File: config.mk
export PLATFORM = sky130hd
export DESIGN_NAME = game_round_controller
export DESIGN_NICKNAME = d
export VERILOG_FILES = /design/src/rtl/game_pkg.sv /design/src/rtl/tick_divider.sv /design/src/rtl/game_round_controller.sv
export SDC_FILE = /design/constraint.sdc
export NUM_CORES = 1
export LEC_CHECK = 0
export ABC_AREA = 1
export CELL_PAD_IN_SITES_DETAIL_PLACEMENT = 1
export CELL_PAD_IN_SITES_GLOBAL_PLACEMENT = 1
export CORE_UTILIZATION = 42
export CTS_BUF_LIST = sky130_fd_sc_hd__clkbuf_16
export CTS_CLUSTER_SIZE = 14
export DETAILED_ROUTE_END_ITERATION = 16
export DONT_BUFFER_PORTS = 1
export PLACE_DENSITY = 0.78
export SLEW_MARGIN = 20
export SYNTH_ARGS = -nofsm -noshare
export SYNTH_HDL_FRONTEND = slang
export SYNTH_SLANG_ARGS = --single-unit
File: constraint.sdc
create_clock -name clock -period 4.92 [get_ports clock]
set_input_delay 0.738 -clock clock [delete_from_list [all_inputs] [get_ports clock]]
set_output_delay 0.738 -clock clock [all_outputs]
set_load 0.01 [all_outputs]
File: src/rtl/game_pkg.sv
// game_pkg: shared state encoding, lever width and per-level balance tolerances
package game_pkg;
  typedef enum logic [2:0] {IDLE, ARM, LOAD, PLAY, WIN, LOSE} state_t;
  localparam int LEVER_W = 16;
  localparam logic [15:0] TOL_L0 = 16'd4096;
  localparam logic [15:0] TOL_L1 = 16'd2048;
  localparam logic [15:0] TOL_L2 = 16'd1024;
  localparam logic [15:0] TOL_L3 = 16'd512;
  function automatic logic [15:0] level_tol(input logic [1:0] lvl);
    return lvl == 2'd0 ? TOL_L0 : lvl == 2'd1 ? TOL_L1 : lvl == 2'd2 ? TOL_L2 : TOL_L3;
  endfunction
endpackage

File: src/rtl/tick_divider.sv
// tick_divider: counts 0..TICK_DIV-1 while enabled, one-cycle tick on wrap
module tick_divider #(
  parameter int TICK_DIV = 50000
) (
  input  logic clock,
  input  logic reset_n,
  input  logic enable,
  input  logic clear,
  output logic tick
);
  localparam int W = TICK_DIV > 1 ? $clog2(TICK_DIV) : 1;
  logic [W-1:0] count;
  assign tick = enable && count == W'(TICK_DIV - 1);
  always_ff @(posedge clock or negedge reset_n)
    if (!reset_n) count <= '0;
    else if (clear) count <= '0;
    else if (enable) count <= tick ? '0 : count + 1'b1;
endmodule

File: src/rtl/game_round_controller.sv
// game_round_controller: start handshake with the level register, then one timed balance round
module game_round_controller
  import game_pkg::*;
#(
  parameter int TICK_DIV    = 50000,
  parameter int HOLD_TICKS  = 2000,
  parameter int ROUND_TICKS = 10000
) (
  input  logic               clock,
  input  logic               reset_n,
  input  logic               start_btn,
  input  logic [1:0]         nivel,
  input  logic [LEVER_W-1:0] alavanca1,
  input  logic [LEVER_W-1:0] alavanca2,
  output logic               start_game,
  output logic               playing,
  output logic               win,
  output logic               lose,
  output logic [15:0]        hold_count,
  output logic [15:0]        time_left
);
  state_t state, state_next;
  logic start_prev, start_ev, tick, balanced;
  logic [15:0] tol, hold_next, time_next;
  logic [16:0] diff, mag;
  assign start_ev = start_btn && !start_prev;
  // 17-bit difference of sign-extended readings; magnitude always fits 16 bits
  assign diff = {alavanca1[15], alavanca1} - {alavanca2[15], alavanca2};
  assign mag = diff[16] ? 17'(-diff) : diff;
  assign balanced = mag <= {1'b0, tol};
  assign hold_next = balanced ? hold_count + 16'd1 : 16'd0;
  assign time_next = time_left - 16'd1;
  tick_divider #(.TICK_DIV(TICK_DIV)) u_div (
    .clock   (clock),
    .reset_n (reset_n),
    .enable  (playing),
    .clear   (state == LOAD),
    .tick    (tick)
  );
  always_ff @(posedge clock or negedge reset_n)
    if (!reset_n) begin
      state      <= IDLE;
      start_prev <= 1'b0;
      tol        <= TOL_L0;
      hold_count <= '0;
      time_left  <= '0;
    end else begin
      state      <= state_next;
      start_prev <= start_btn;
      if (state == LOAD) begin
        tol        <= level_tol(nivel);
        hold_count <= '0;
        time_left  <= 16'(ROUND_TICKS);
      end else if (playing && tick) begin
        hold_count <= hold_next;
        time_left  <= time_next;
      end
    end
  always_comb begin
    state_next = state;
    start_game = state == ARM;
    playing    = state == PLAY;
    win        = state == WIN;
    lose       = state == LOSE;
    case (state)
      ARM:     state_next = LOAD;
      LOAD:    state_next = PLAY;
      PLAY:    if (tick) state_next = hold_next == 16'(HOLD_TICKS) ? WIN : time_next == 16'd0 ? LOSE : PLAY;
      default: if (start_ev) state_next = ARM;
    endcase
  end
endmodule

Word level (Yosys, flattened, before mapping):

Cells that the tools add are included.

* magnitude comparators: 1
* add/subtract/negate cells: 5
* reductions and logical operators: 10
* equal/unequal tests: 10
* multiplexer cells: 17

Operators by type and width (count)
* 2-to-1 mux 16 bit: 8
* adder 16 x 1 -> 16 bit (second input constant): 2
* less-or-equal comparator 17 x 16 -> 1 bit: 1
* 2-to-1 mux 17 bit: 1
* negator 17 bit: 1
* subtractor 16 x 16 -> 17 bit: 1
* == test 16 x 11 -> 1 bit (second input constant): 1
* == test 16 bit (second input constant): 1
* logical NOT 16 bit: 1
* subtractor 16 x 1 -> 16 bit (second input constant): 1
* 2-to-1 mux 13 bit: 1
* 2-to-1 mux 12 bit: 1
* 2-to-1 mux 3 bit: 4
* 2-to-1 mux 11 bit: 1
* one-hot mux 3 bit (3 select lines): 1
* == test 3 x 2 -> 1 bit (second input constant): 2
* == test 3 bit (second input constant): 2
* nonzero test 2 bit: 2
* nonzero test 4 bit: 1
* == test 3 x 1 -> 1 bit (second input constant): 1
* logical AND 1 bit: 3
* == test 2 x 1 -> 1 bit (second input constant): 1
* == test 2 bit (second input constant): 1
* logical NOT 2 bit: 1
* 3 further kinds: 3

* input port bits: 37
* register bits: 68
* word-level logic and storage cells: 49

Logic depth before layout (Yosys ltp):

* word-level depth: 9
* depth in mapped cells: 32
* gate-level depth less buffers: 31

Hierarchy:

From an unflattened synthesis, not the netlist that was laid out.

* cell total of the unflattened synthesis: 754
* area total of the unflattened synthesis: 5087.4 µm²

Modules (own cells, without submodules)
* game_round_controller: seq. area each 1002.2 µm², cells an instance 604, instances 1, area an instance 3998.8 µm²
* tick_divider: seq. area each 400.4 µm², cells an instance 150, instances 1, area an instance 1088.5 µm²

Worst setup path before layout:

OpenSTA, ideal clock, no wires.

* path kind: input -> register
* start point: in alavanca1[0]
* end point: reg state[2]
* library setup time: 0.123 ns
* cell stages on the path: 30
* buffers on the path: 1
* data arrival time: 4.012 ns
* path slack: 0.785 ns
* data required time: 4.797 ns
* cell sequence: inv_1 > ha_1 > inv_1 > fa_1 > nand2_1 > nand2_1 > nand3_1 > nand2_1 > nand2_2 > nand3_1 > nand2_4 > buf_6 > inv_1 > a21oi_1 > xnor2_1 > inv_1 > ha_1 > nand2_1 > nor4_1 > nand2_1 > nor3_2 > nand2_1 > nand2_2 > nand3_4 > nor2_1 > nor2_1 > nand3_2 > nand2_1 > nand2_1 > o21ai_1

* longest elaborated chain between the ends: 9

RTL lines
* from (decl): line game_round_controller.sv:13 `input logic [LEVER_W-1:0] alavanca1,`
* subtractor 16 x 16 -> 17 bit *: line game_round_controller.sv:28 `assign diff = {alavanca1[15], alavanca1} - {alavanca2[15], alavanca2};`
* negator 17 bit: line game_round_controller.sv:29 `assign mag = diff[16] ? 17'(-diff) : diff;`
* 2-to-1 mux 17 bit *: line game_round_controller.sv:29
* less-or-equal comparator 17 x 16 -> 1 bit *: line game_round_controller.sv:30 `assign balanced = mag <= {1'b0, tol};`
* 2-to-1 mux 16 bit *: line game_round_controller.sv:31 `assign hold_next = balanced ? hold_count + 16'd1 : 16'd0;`
* == test 16 x 11 -> 1 bit *: line game_round_controller.sv:68 `PLAY: if (tick) state_next = hold_next == 16'(HOLD_TICKS) ? WIN : time_next == 16'd0 ? LOSE : PLAY;`
* 2-to-1 mux 3 bit * (2 in series): line game_round_controller.sv:68
* one-hot mux 3 bit (3 select lines) *: line game_round_controller.sv:65 `case (state)`
* to (signal assigned): line game_round_controller.sv:48 `state <= state_next;`
* to (decl): line game_round_controller.sv:22 `state_t state, state_next;`

Every way passes the cells marked *; elsewhere a longest branch is shown, timed or not. The select of a mux whose other input is x is not followed.
A chain may end at the register's enable or synchronous reset.

Worst setup path after layout:

* start point: in alavanca1[0]
* end point: reg state[1]

The elaborated chain is that of the path after synthesis.

==> flow_summary.toml <==
[layout]
fillers = 1455
drive_gt1_share_pct = 6.05
antennaDiodeCount = 0
fin_nets = 788
synthToLayoutAreaGrowth_pct = 6.53

[detailed_routing]
antenna_left = 0
routed_wl_mm = 13.9
first_iter_violations = 266
drt_pre_antenna_iters = 4
routedWlPerCell_um = 16.0
via_count = 4677
via_per_inst = 5.39
drc_errors = 0

[synthesis]
ys_top_cells_by_count = "nand2_1, inv_1, nor2_1, nand3_1, dfrtp_1"
postSynthAreaPerCell_sq_um = 6.66
netlist_area_sq_um = 4830
synthCells = 725
synth-main-ff-cell = "dfrtp_1"
seq_area_frac_synth_pct = 29.0
synth_top_area_cell = "dfrtp_1"
synthDistinctLibCells = 41
yosys-top-cells-area = "dfrtp_1, nand2_1, inv_1"
synth_edf_count = 0
synth_top_area_share_pct = 28.5
synthArstFlopShare_pct = 100
synth.most_common_cell = "nand2_1"
syn_nets = 787
synth.ff_latch_count = 56
ys_warn_count = 0

[worst_setup_path]
crit_required_ps = 5160
worstPathMaxFanout = 16
cp_top_family = "simple AND/OR/NAND/NOR gates"
startpoint_type = "primary input"
crit_arrival_ps = 4600
critPathBufInv = 3
slowest_delay_ps = 460
cp_slowest_cell = "fa_1"
worst-setup-path-type = "in -> reg"
path_common_cell = "nand2_1"
end_kind = "flip-flop"

[die]
dieArea_sq_um = 11900
num_rows = 38
fp.dieH_um = 109
pin_count = 73
core_area_sq_um = 11000
start_util_pct = 43.8
die_w_um = 109

[power_and_ir_drop]
p_sw_share_pct = 32.8
cellPowerDensity_nw_per_um2 = 236
switching_power_w = 0.000398
pwr-share-clk_pct = 34.2
seq_power_share_pct = 38.2
vdd_drop_max_mv = 0.170
p_int_w = 0.000814
combPwrFrac_pct = 27.6
p_leak_nw = 2.64

[timing]
finalCriticalPeriod_ps = 4360
rsz0062_at_grt = "no"
setup_viol = 0
tightestPinTransition_ps = 657
fin_ws_ps = 559
finalMaxSlewViolations = 0
fin_tns_setup_ps = 0
hold_slack_ps = 128
max_freq_mhz = 229
min_period_over_period_pct = 88.6
fin_skew_ps = 10.6
relSlewSlack_pct = 55.9
hold_viol = 0

[clocking]
cts_buffers = 5
cts_tree = "done"
cts_max_path_buffers = 2
postCtsResizedCells = 0
post-cts-setup-buffers = 0
cts_hold_buf = 0
h-tree-depth = 2
ctsRootBufferMaster = "clkbuf_16"
insertion_delay_ps = 300
cts_sinks = 56
clk_pin_slew_ps = 80

[grt]
gr-usage-all-layers_pct = 24.6
antenna_found_initial = 0
grt_pass1_vias = 5016
grt-ovfl-total = 0
grt_max_degree = 57
grt_pass1_wl_mm = 23.5

[worst_hold_path]
hold_class = "in -> async"

[run]
max_cap_viol_count = 0

[placement]
pre_cts_slack_ps = 209
port_buffers = 0
gp_congestion = 0.825
dp_hpwl_mm = 11.0

[run_status]
outcome = "finished clean"
[worst reg2reg max path: cells and delay by family (launching register included)]
| kind | cells | cell delay (ps) |
|---|---|---|
| xor gates and xnor gates | 1 | 150 |
| buffers and inverters | 1 | 140 |
| DFF | 1 | 480 |
| and+or+nand+nor | 17 | 2030 |
[registers in the layout (all words and copies together) (netlist names)]
signal       count
hold_count      16
start_prev       1
state            3
time_left       16
tol              4
u_div.count     16
[metrics by stage]
step	instances	util (%)	power, W	cell area (sq um)
2_1_floorplan	725	-	0.000739	4830
3_3_place_gp	859	45.1	0.000791	4980
3_5_place_dp	859	45.1	0.000807	4980
4_1_cts	867	46.6	0.00123	5140
5_1_grt	867	46.6	0.00129	5140
6_report	867	46.6	0.00121	5140
[power by group through the flow]
stage	registers, W	logic, W	clock network [W]
2_1_floorplan	0.000472	0.000267	0
3_3_place_gp	0.000472	0.000318	0
3_5_place_dp	0.000472	0.000334	0
4_1_cts	0.000463	0.000336	0.000426
5_1_grt	0.000463	0.000383	0.000439
6_report	0.000463	0.000334	0.000414
[metal layers]
layer  vias to the layer above  track usage [%]  share of wire [%]
met5                         -                0                  0
met4                         0             5.14                1.2
met3                        13             3.05                3.4
met2                        73             44.9                 51
met1                      2253             30.7                 45
li1                       2338                -                  -
[layout by cell type (no fill, tap or decap), drive strengths merged, types with 2 or more instances in the layout]
master	Yosys	final
xnor2	6	6
dfrtp	55	55
a22o	2	2
inv	136	138
nand2	190	190
nor2	70	70
and2	2	2
a22oi	3	3
o21ai	21	21
nand3	63	63
nor3	25	25
ha	24	24
nor4	4	4
buf	4	4
clkbuf	6	5
o22ai	11	11
o32ai	12	12
nand4	20	20
nand3b	6	6
a31oi	2	2
or2	2	2
a21oi	26	26
xor2	28	28
[cells by family (layout without fill, tap and decap cells)]
| family | after synthesis | in the layout | synth area share, % |
|---|---|---|---|
| simple gates | 383 | 383 | 36.0 |
| xor+xnor | 34 | 34 | 6.17 |
| fa+ha+maj | 25 | 25 | 6.63 |
| flops | 56 | 56 | 29.0 |
| buf+inv | 146 | 148 | 11.8 |
| compound gates | 81 | 81 | 10.4 |
[worst paths after layout]
path | from | to | slack, ps | depth (start not counted)
max | alavanca1[0] | state[1] | 560 | 30
min | reset_n | time_left[11] | 130 | 0
max reg2reg | hold_count[0] | state[1] | 2020 | 19
min reg2reg | tol[12] | tol[12] | 550 | 2
max in group asynchronous | reset_n | tol[12] | 4610 | 0
min in group clock | start_btn | start_prev | 460 | 0
[layout make-up]
class	count	area, sq um	share of cell area, %
Tap cell	140	175	3.41
Inverter	136	510	9.92
Clock inverter	3	42.5	0.827
Clock buffer	5	125	2.43
Timing Repair Buffer	4	30.0	0.584
Sequential cell	56	1400	27.3
Multi-Input combinational cell	523	2860	55.6
Note: power is estimated with default switching activity, not from simulation.
